**src/rtl/rv_pkg.sv**
```systemverilog
// Shared definitions for the RV32I load/store path.
//  - Opcode constants for LOAD / STORE
//  - funct3 size/sign encodings
//  - LSU FSM state enum
package rv_pkg;

  localparam logic [6:0] OPC_LOAD  = 7'b0000011;
  localparam logic [6:0] OPC_STORE = 7'b0100011;

  localparam logic [2:0] F3_B  = 3'b000;
  localparam logic [2:0] F3_H  = 3'b001;
  localparam logic [2:0] F3_W  = 3'b010;
  localparam logic [2:0] F3_BU = 3'b100;
  localparam logic [2:0] F3_HU = 3'b101;

  typedef enum logic [1:0] {
    IDLE = 2'd0,
    REQ  = 2'd1,
    WAIT = 2'd2,
    DONE = 2'd3
  } lsu_state_t;

endpackage

```
**src/rtl/rv_lsu_align.sv**
```systemverilog
// Combinational lane logic for the load/store unit.
//  is_store  : 1 = store access, 0 = load access
//  funct3    : size/sign field
//  addr_lo   : byte offset within the word
//  wdata     : store data, LSB-justified
//  rdata     : bus read word
//  be        : byte enables for the access
//  wdata_rep : store data replicated into every lane of its size
//  load_data : selected lane, sign- or zero-extended
//  misalign  : halfword at odd offset or word at non-zero offset
//  illegal   : funct3 not defined for this access direction
module rv_lsu_align
  import rv_pkg::*;
(
  input  logic        is_store,
  input  logic [2:0]  funct3,
  input  logic [1:0]  addr_lo,
  input  logic [31:0] wdata,
  input  logic [31:0] rdata,
  output logic [3:0]  be,
  output logic [31:0] wdata_rep,
  output logic [31:0] load_data,
  output logic        misalign,
  output logic        illegal
);

  logic [7:0]  ld_byte;
  logic [15:0] ld_half;

  always_comb begin
    be        = '0;
    wdata_rep = '0;
    misalign  = 1'b0;
    illegal   = 1'b0;

    // Stores have no unsigned forms; loads reject 011 and 11x.
    if (is_store) begin
      illegal = funct3[2] | (funct3[1:0] == 2'b11);
    end else begin
      illegal = (funct3[1:0] == 2'b11) | (funct3[2:1] == 2'b11);
    end

    // funct3[1:0] carries the size for both signed and unsigned forms.
    case (funct3[1:0])
      2'b00: begin
        be        = 4'b0001 << addr_lo;
        wdata_rep = {4{wdata[7:0]}};
      end
      2'b01: begin
        be        = 4'b0011 << {addr_lo[1], 1'b0};
        wdata_rep = {2{wdata[15:0]}};
        misalign  = addr_lo[0];
      end
      2'b10: begin
        be        = 4'b1111;
        wdata_rep = wdata;
        misalign  = (addr_lo != 2'b00);
      end
      default: begin
        be        = '0;
        wdata_rep = '0;
      end
    endcase
  end

  // Lane selection equals rdata >> (8*addr_lo) for the aligned cases.
  always_comb begin
    ld_byte   = '0;
    ld_half   = addr_lo[1] ? rdata[31:16] : rdata[15:0];
    load_data = '0;
    case (addr_lo)
      2'd0:    ld_byte = rdata[7:0];
      2'd1:    ld_byte = rdata[15:8];
      2'd2:    ld_byte = rdata[23:16];
      default: ld_byte = rdata[31:24];
    endcase
    case (funct3)
      F3_B:    load_data = {{24{ld_byte[7]}}, ld_byte};
      F3_H:    load_data = {{16{ld_half[15]}}, ld_half};
      F3_W:    load_data = rdata;
      F3_BU:   load_data = {24'b0, ld_byte};
      F3_HU:   load_data = {16'b0, ld_half};
      default: load_data = '0;
    endcase
  end

endmodule

```
**src/rtl/rv_lsu.sv**
```systemverilog
// Load/store unit behind the RV32I ALU. One access at a time.
//  Handshakes: a transfer happens on a rising edge where valid and ready
//  are both high. req_* is the execute-side handshake (ready only in IDLE);
//  mem_req_* is the bus request, with every mem_* output held stable while
//  mem_req_valid=1 and mem_req_ready=0. Writes complete at the request
//  handshake; reads complete on mem_rsp_valid (no ready on the response).
// Ports:
//  clk, rst                     clock, synchronous active-high reset
//  req_valid/req_ready          execute-stage handshake
//  opcode, funct3, addr, wdata, rd_tag   access description
//  mem_req_valid/mem_req_ready  bus request handshake
//  mem_addr, mem_we, mem_be, mem_wdata   bus request payload
//  mem_rsp_valid, mem_rsp_rdata bus read response
//  done, wb_we, wb_data, wb_tag completion / writeback
//  err_misalign, err_bus        error flags, valid with done
//  dbg_state                    current FSM state
module rv_lsu
  import rv_pkg::*;
#(
  parameter int TAG_W       = 5,
  parameter int RSP_TIMEOUT = 255
) (
  input  logic             clk,
  input  logic             rst,
  input  logic             req_valid,
  output logic             req_ready,
  input  logic [6:0]       opcode,
  input  logic [2:0]       funct3,
  input  logic [31:0]      addr,
  input  logic [31:0]      wdata,
  input  logic [TAG_W-1:0] rd_tag,
  output logic             mem_req_valid,
  input  logic             mem_req_ready,
  output logic [31:0]      mem_addr,
  output logic             mem_we,
  output logic [3:0]       mem_be,
  output logic [31:0]      mem_wdata,
  input  logic             mem_rsp_valid,
  input  logic [31:0]      mem_rsp_rdata,
  output logic             done,
  output logic             wb_we,
  output logic [31:0]      wb_data,
  output logic [TAG_W-1:0] wb_tag,
  output logic             err_misalign,
  output logic             err_bus,
  output lsu_state_t       dbg_state
);

  localparam logic [15:0] TIMEOUT_LAST = 16'(RSP_TIMEOUT - 1);

  lsu_state_t       state_q, state_d;
  logic [15:0]      cnt_q, cnt_d;
  logic             store_q, store_d;
  logic [2:0]       f3_q, f3_d;
  logic [1:0]       alo_q, alo_d;
  logic [31:0]      mem_addr_q, mem_addr_d;
  logic [3:0]       mem_be_q, mem_be_d;
  logic [31:0]      mem_wdata_q, mem_wdata_d;
  logic             mem_we_q, mem_we_d;
  logic [31:0]      wb_data_q, wb_data_d;
  logic [TAG_W-1:0] wb_tag_q, wb_tag_d;
  logic             wb_we_q, wb_we_d;
  logic             err_mis_q, err_mis_d;
  logic             err_bus_q, err_bus_d;

  // The align block sees the live request while IDLE (to decide acceptance)
  // and the captured access afterwards (to extract the read response).
  logic        in_idle;
  logic        al_store;
  logic [2:0]  al_f3;
  logic [1:0]  al_alo;
  logic [3:0]  al_be;
  logic [31:0] al_wdata;
  logic [31:0] al_load;
  logic        al_misalign;
  logic        al_illegal;

  assign in_idle  = (state_q == IDLE);
  assign al_store = in_idle ? (opcode == OPC_STORE) : store_q;
  assign al_f3    = in_idle ? funct3 : f3_q;
  assign al_alo   = in_idle ? addr[1:0] : alo_q;

  rv_lsu_align u_align (
    .is_store  (al_store),
    .funct3    (al_f3),
    .addr_lo   (al_alo),
    .wdata     (wdata),
    .rdata     (mem_rsp_rdata),
    .be        (al_be),
    .wdata_rep (al_wdata),
    .load_data (al_load),
    .misalign  (al_misalign),
    .illegal   (al_illegal)
  );

  always_comb begin
    state_d     = state_q;
    cnt_d       = cnt_q;
    store_d     = store_q;
    f3_d        = f3_q;
    alo_d       = alo_q;
    mem_addr_d  = mem_addr_q;
    mem_be_d    = mem_be_q;
    mem_wdata_d = mem_wdata_q;
    mem_we_d    = mem_we_q;
    wb_data_d   = wb_data_q;
    wb_tag_d    = wb_tag_q;
    // Completion flags are only ever set on the edge entering DONE, so
    // they last exactly the one DONE cycle.
    wb_we_d     = 1'b0;
    err_mis_d   = 1'b0;
    err_bus_d   = 1'b0;

    case (state_q)
      IDLE: begin
        if (req_valid) begin
          store_d     = (opcode == OPC_STORE);
          f3_d        = funct3;
          alo_d       = addr[1:0];
          wb_tag_d    = rd_tag;
          mem_addr_d  = {addr[31:2], 2'b00};
          mem_be_d    = al_be;
          mem_wdata_d = al_wdata;
          mem_we_d    = (opcode == OPC_STORE);
          // An illegal encoding has no meaningful size, so it takes
          // precedence over the alignment check.
          if (al_illegal) begin
            err_bus_d = 1'b1;
            state_d   = DONE;
          end else if (al_misalign) begin
            err_mis_d = 1'b1;
            state_d   = DONE;
          end else begin
            state_d = REQ;
          end
        end
      end
      REQ: begin
        if (mem_req_ready) begin
          if (store_q) begin
            state_d = DONE;
          end else begin
            state_d = WAIT;
            cnt_d   = '0;
          end
        end
      end
      WAIT: begin
        // A response in the timeout cycle still counts as a success.
        if (mem_rsp_valid) begin
          wb_data_d = al_load;
          wb_we_d   = 1'b1;
          state_d   = DONE;
        end else if (cnt_q == TIMEOUT_LAST) begin
          err_bus_d = 1'b1;
          state_d   = DONE;
        end else begin
          cnt_d = cnt_q + 16'd1;
        end
      end
      DONE: begin
        state_d = IDLE;
      end
      default: begin
        state_d = IDLE;
      end
    endcase
  end

  always_ff @(posedge clk) begin
    if (rst) begin
      state_q     <= IDLE;
      cnt_q       <= '0;
      store_q     <= 1'b0;
      f3_q        <= '0;
      alo_q       <= '0;
      mem_addr_q  <= '0;
      mem_be_q    <= '0;
      mem_wdata_q <= '0;
      mem_we_q    <= 1'b0;
      wb_data_q   <= '0;
      wb_tag_q    <= '0;
      wb_we_q     <= 1'b0;
      err_mis_q   <= 1'b0;
      err_bus_q   <= 1'b0;
    end else begin
      state_q     <= state_d;
      cnt_q       <= cnt_d;
      store_q     <= store_d;
      f3_q        <= f3_d;
      alo_q       <= alo_d;
      mem_addr_q  <= mem_addr_d;
      mem_be_q    <= mem_be_d;
      mem_wdata_q <= mem_wdata_d;
      mem_we_q    <= mem_we_d;
      wb_data_q   <= wb_data_d;
      wb_tag_q    <= wb_tag_d;
      wb_we_q     <= wb_we_d;
      err_mis_q   <= err_mis_d;
      err_bus_q   <= err_bus_d;
    end
  end

  assign req_ready     = in_idle;
  assign mem_req_valid = (state_q == REQ);
  assign done          = (state_q == DONE);
  assign mem_addr      = mem_addr_q;
  assign mem_be        = mem_be_q;
  assign mem_wdata     = mem_wdata_q;
  assign mem_we        = mem_we_q;
  assign wb_we         = wb_we_q;
  assign wb_data       = wb_data_q;
  assign wb_tag        = wb_tag_q;
  assign err_misalign  = err_mis_q;
  assign err_bus       = err_bus_q;
  assign dbg_state     = state_q;

endmodule

```
**config.mk**
```make
export PLATFORM = sky130hd
export DESIGN_NAME = rv_lsu
export DESIGN_NICKNAME = d
export VERILOG_FILES = /design/src/rtl/rv_pkg.sv /design/src/rtl/rv_lsu_align.sv /design/src/rtl/rv_lsu.sv
export SDC_FILE = /design/constraint.sdc
export NUM_CORES = 1
export LEC_CHECK = 0
export ABC_AREA = 1
export CORE_ASPECT_RATIO = 1.25
export CORE_MARGIN = 8
export CORE_UTILIZATION = 49
export DETAILED_ROUTE_END_ITERATION = 8
export PLACE_DENSITY = 0.84
export SYNTH_ARGS = -nofsm -noshare
export SYNTH_HDL_FRONTEND = slang
export SYNTH_HIERARCHICAL = 1
export SYNTH_SLANG_ARGS = --single-unit
```
**constraint.sdc**
```tcl
create_clock -name clk -period 5.9 [get_ports clk]
set_input_delay 1.475 -clock clk [delete_from_list [all_inputs] [get_ports clk]]
set_output_delay 1.475 -clock clk [all_outputs]
set_load 0.05 [all_outputs]
```
==> Word level (Yosys, flattened, before mapping) <==
Cells that the tools add are included.
{ "word_totals": {"output_inout_bits": 114, "reg_bits": 130, "wordCells": 84} }
{ "classes": {"muxes": 30, "shift": 2, "n_eq_ne": 21, "add_sub_neg": 1, "bitwise_logic": 5, "reduce_logical": 12} }
{ "ops": {"columns": ["op", "count"], "rows": [
  ["$pmux W32 S5", 1],
  ["$pmux W32 S3", 1],
  ["$mux W16", 5],
  ["$pmux W16 S2", 1],
  ["$pmux W8 S3", 1],
  ["$add A16 B1 Y16 const B", 1],
  ["$eq A16 B8 Y1 const B", 1],
  ["$mux W2", 7],
  ["$eq A2 B2 Y1 const B", 6],
  ["$pmux W4 S3", 1],
  ["$mux W1", 9],
  ["$ne A2 B2 Y1 const B", 4],
  ["$pmux W2 S4", 1],
  ["$eq A7 B6 Y1 const B", 1],
  ["$eq A2 B1 Y1 const B", 3],
  ["$eq A3 B3 Y1 const B", 2],
  ["$logic_not A2 Y1", 3],
  ["$reduce_and A5 Y1", 1],
  ["$pmux W1 S2", 2],
  ["$reduce_and A2 Y1", 2],
  ["$reduce_bool A2 Y1", 2],
  ["$reduce_or A4 Y1", 1],
  ["$shl A1 B2 Y4 const A", 1],
  ["$shl A2 B2 Y4 const A", 1],
  ["10 further kinds", 13]
]} }

==> Logic depth before layout (Yosys ltp) <==
{ "depth": {"word_depth": 8, "mapped_depth": 15} }

==> By module <==
The synthesis kept the hierarchy.
{ "modules_own_cells": {"columns": ["module", "instances", "cells_per_inst", "seq_area_each_um2", "area_each_um2"], "rows": [
  ["rv_lsu", 1, 706, 2602.5, 5165.0],
  ["rv_lsu_align", 1, 303, 0.0, 1457.6]
]} }

==> Worst setup path before layout <==
No wires, ideal clock.
{ "synth_path": {"path_kind": "reg-to-reg", "start": "register state_q[0], in the netlist dbg_state[0]", "end": "register mem_wdata_q[0], in the netlist mem_wdata[0]", "synth_period_minus_slack_ns": 3.172, "arrival_ns": 3.056, "stages_incl_launch_ff": 12, "n_path_buf": 2, "setup_slack_ns": 2.728, "path_cell_list": "dfxtp_1 -> inv_1 -> ha_1 -> clkbuf_1 -> o21ai_0 -> inv_1 -> ha_1 -> buf_2 -> nor3_1 -> nor3_1 -> o21ai_0 -> nor2_1"} }
{ "synth_between": {"elab_chain_cells": 4} }
{ "synth_rtl": {"columns": ["element", "line_no", "text"], "rows": [
  ["from (decl)", "rv_lsu.sv:51", "lsu_state_t state_q, state_d;"],
  ["from (signal assigned)", "rv_lsu.sv:187", "state_q <= state_d;"],
  ["$logic_not A2 Y1 *", "rv_lsu.sv:78", "assign in_idle = (state_q == IDLE);"],
  ["named net req_ready", "rv_lsu.sv:26", "output logic req_ready,"],
  ["$mux W3 *", "rv_lsu.sv:80", "assign al_f3 = in_idle ? funct3 : f3_q;"],
  ["named net al_f3[0]", "rv_lsu.sv:70", "logic [2:0] al_f3;"],
  ["$eq A2 B2 Y1 (tied with other cells)", "rv_lsu_align.sv:44", "case (funct3[1:0])"],
  ["$pmux W32 S3 *", "rv_lsu_align.sv:44", null],
  ["named net al_wdata[0]", "rv_lsu.sv:73", "logic [31:0] al_wdata;"],
  ["to (signal assigned)", "rv_lsu.sv:194", "mem_wdata_q <= mem_wdata_d;"],
  ["to (decl)", "rv_lsu.sv:58", "logic [31:0] mem_wdata_q, mem_wdata_d;"]
]} }
The timed path passes the listed nets; every way through them passes the cells marked *.
A chain may end at the register's enable or synchronous reset.

==> Worst setup path after layout <==
{ "layout_path": {"start": "input port funct3[1]", "end": "register wb_data_q[26], in the netlist wb_data[26]"} }
{ "layout_between": {"elab_chain_cells": 3} }
{ "layout_rtl": {"columns": ["element", "line_no", "text"], "rows": [
  ["from (decl)", "rv_lsu.sv:28", "input logic [2:0] funct3,"],
  ["$mux W3 *", "rv_lsu.sv:80", null],
  ["named net al_f3[1]", "rv_lsu.sv:70", null],
  ["$eq A3 B3 Y1 (tied with other cells)", "rv_lsu_align.sv:77", "case (funct3)"],
  ["$pmux W32 S5 *", "rv_lsu_align.sv:77", null],
  ["named net al_load[26]", "rv_lsu.sv:74", "logic [31:0] al_load;"],
  ["to (signal assigned)", "rv_lsu.sv:196", "wb_data_q <= wb_data_d;"],
  ["to (decl)", "rv_lsu.sv:60", "logic [31:0] wb_data_q, wb_data_d;"]
]} }
Marks and branches as above.

==> flow_summary.toml <==
[die]
core_area_mm2 = 0.0132
start_util = 0.501
fp.dieH_um = 146
ios = 230
fp.dieW_um = 120
floorplan.die_area_mm2 = 0.0175
rows = 47

[sta]
setup_viol = 0
min_period_ns = 3.79
tightest_slew_ns = 1.03
slew-limit-headroom = 0.314
slew_violations = 0
fin_tns_setup_ns = 0
finClkSkew_ns = 0.00679
hold_viol = 0
fmax_ghz = 0.264
rsz0062_at_grt = "false"
min_period_over_period = 0.642

[route]
finalWirelength_mm = 22.4
drt_iter0_drc = 669
ant_nets = 0
vias_per_cell = 5.29
avgRoutedWirePerCell_um = 16.1
drc = 0
vias = 7341
drt_pass1_iterations = 5

[yosys]
yosysTopAreaCell = "dfxtp_1"
yosysTopAreaCellShare = 0.393
synth_most_common_cell = "nor2_1"
avgSynthCellArea_um2 = 6.56
synth_common_cells = "nor2_1, nand2_1, o21ai_0"
synthCells = 1009
synth_edf_count = 0
synth_cell_type_count = 37
synth_area_leaders = "dfxtp_1, nor2_1, o21ai_0, nand2_1, a21oi_1"
synth_seq_area_share = 0.393
ys_warn_count = 6
synth_area_mm2 = 0.00662
async_flop_share = 0
synthFlopType = "dfxtp_1"
synth-seq-cells = 130

[worst_setup_path]
start_kind = "input pin"
critical_path_required_ns = 6.26
critPathCaptureType = "flip-flop"
path_max_fanout = 16
arrival_ns = 4.15
path_class = "input pin to flip-flop"

[status]
status = "complete, no violations"

[power_and_ir_drop]
power_density_mw_per_mm2 = 516
power_mw = 4.86
peakVddDrop_mv = 0.265
leakage_nw = 3.91

[grt]
grt_usage = 0.250
gr-total-overflow = 0
antenna_found_initial = 1
grt_pass1_wl_mm = 35.2
first_global_vias = 6985
grt_max_degree = 84

[clock_network]
clock-sinks = 130
cts_tree = "built"
postCtsSetupRepairBufs = 0
path_clk_slew_ns = 0.06
cts_buffer_depth = 2
cts_hold_buf = 0
cts_resized = 0
insertion_delay_ns = 0.42
h-tree-depth = 4
cts_buffers = 17
root_buffer = "clkbuf_16"

[placed_design]
gp_congestion = 1.01
place_hpwl_mm = 16.1
numPortBuffers = 227

[layout]
drive_above_1_share = 0.0641
seqCellArea_mm2 = 0.00260
syn2layout_area_growth_pct = 42.2
nNetsFinal = 1330
nFillCells = 1133
multi_input_area_mm2 = 0.00346

[worst_hold_path]
hp-class = "flip-flop to flip-flop"

[run]
maxCapViolations = 0
report_power, final:
part           internal (mW)  switching [mW]  total [mW]
combinational          0.838            1.86        2.69
clock                  0.556           0.419       0.975
sequential              1.08           0.105        1.19
total                   2.48            2.38        4.86
worst max-delay path: stages:
cell	delay (ns)
clkdlybuf4s50_1	0.41
nand2_1	0.06
o21ai_0	0.19
inv_1	0.15
ha_1	0.54
inv_2	0.20
nor2_2	0.58
a21oi_1	0.20
nand2_2	0.12
o21ai_0	0.10
nor2_1	0.12
per-layer routing:
layer,global-route usage,vias up,part of all wire
li1,-,3635,-
met1,0.276,3319,0.40
met2,0.429,325,0.49
met3,0.0792,62,0.085
met4,0.110,0,0.031
met5,0,-,0
layout by cell type (no fill, tap or decap), types with 3 or more instances in the layout:
master / netlist / final
nor2_1: 271 / 271
clkdlybuf4s50_1: 0 / 227
nand2_1: 158 / 157
o21ai_0: 133 / 131
dfxtp_1: 130 / 130
a21oi_1: 71 / 71
inv_1: 64 / 62
nand3_1: 31 / 31
nand2_2: 19 / 20
clkbuf_16: 0 / 17
ha_1: 11 / 11
nor3_1: 10 / 10
buf_4: 3 / 8
a22oi_1: 8 / 8
nand4_1: 7 / 7
inv_6: 0 / 7
inv_2: 4 / 6
o31ai_1: 5 / 5
o21ai_1: 2 / 4
clkinvlp_4: 0 / 4
a31oi_1: 4 / 4
nor2_2: 3 / 3
cell type report:
cell class                      count  share of cell area
Antenna cell                        1            0.000266
Clock buffer                       20              0.0474
Clock inverter                     12              0.0102
Inverter                           69              0.0276
Multi-Input combinational cell    750               0.368
Sequential cell                   130               0.276
Tap cell                          171              0.0227
Timing Repair Buffer              235               0.248
path summary, 6_finish.rpt:
check | startpoint | end | slack, ns | cells past startpoint
max reg2reg | dbg_state[0] | wb_data[26] | 2.57 | 11
max | funct3[1] | wb_data[26] | 2.11 | 11
min | alo_q[1] | alo_q[1] | 0.45 | 2
min reg2reg | alo_q[1] | alo_q[1] | 0.45 | 2
logic make-up after synthesis:
family / after synthesis / share of synthesized area
buf+inv: 130 / 0.0854
flops: 130 / 0.393
fa+ha+maj: 11 / 0.0208
xor+xnor: 2 / 0.00265
compound gates: 226 / 0.178
other cells: 1 / 0.000566
simple gates: 509 / 0.320
sequential cells by signal (all words and copies together), names as in the netlist:
signal,cells
alo_q,2
cnt_q,16
dbg_state,2
err_bus,1
err_misalign,1
f3_q,3
mem_addr,30
mem_be,4
mem_wdata,32
mem_we,1
wb_data,32
wb_tag,5
wb_we,1
metrics by stage:
step                hold WS [ns]  cells  worst slack [ns]  instance area [um2]   util
global route               0.487   1388              1.94                 9420  0.712
CTS                        0.457   1387              2.12                 9410  0.711
global placement           0.434   1355              1.81                 8870  0.670
finish                     0.454   1388              2.11                 9420  0.712
detailed placement         0.448   1355              1.73                 8870  0.670
floorplan                  0.425   1010              2.73                 6630      -
Note: power is estimated with default switching activity, not from simulation.
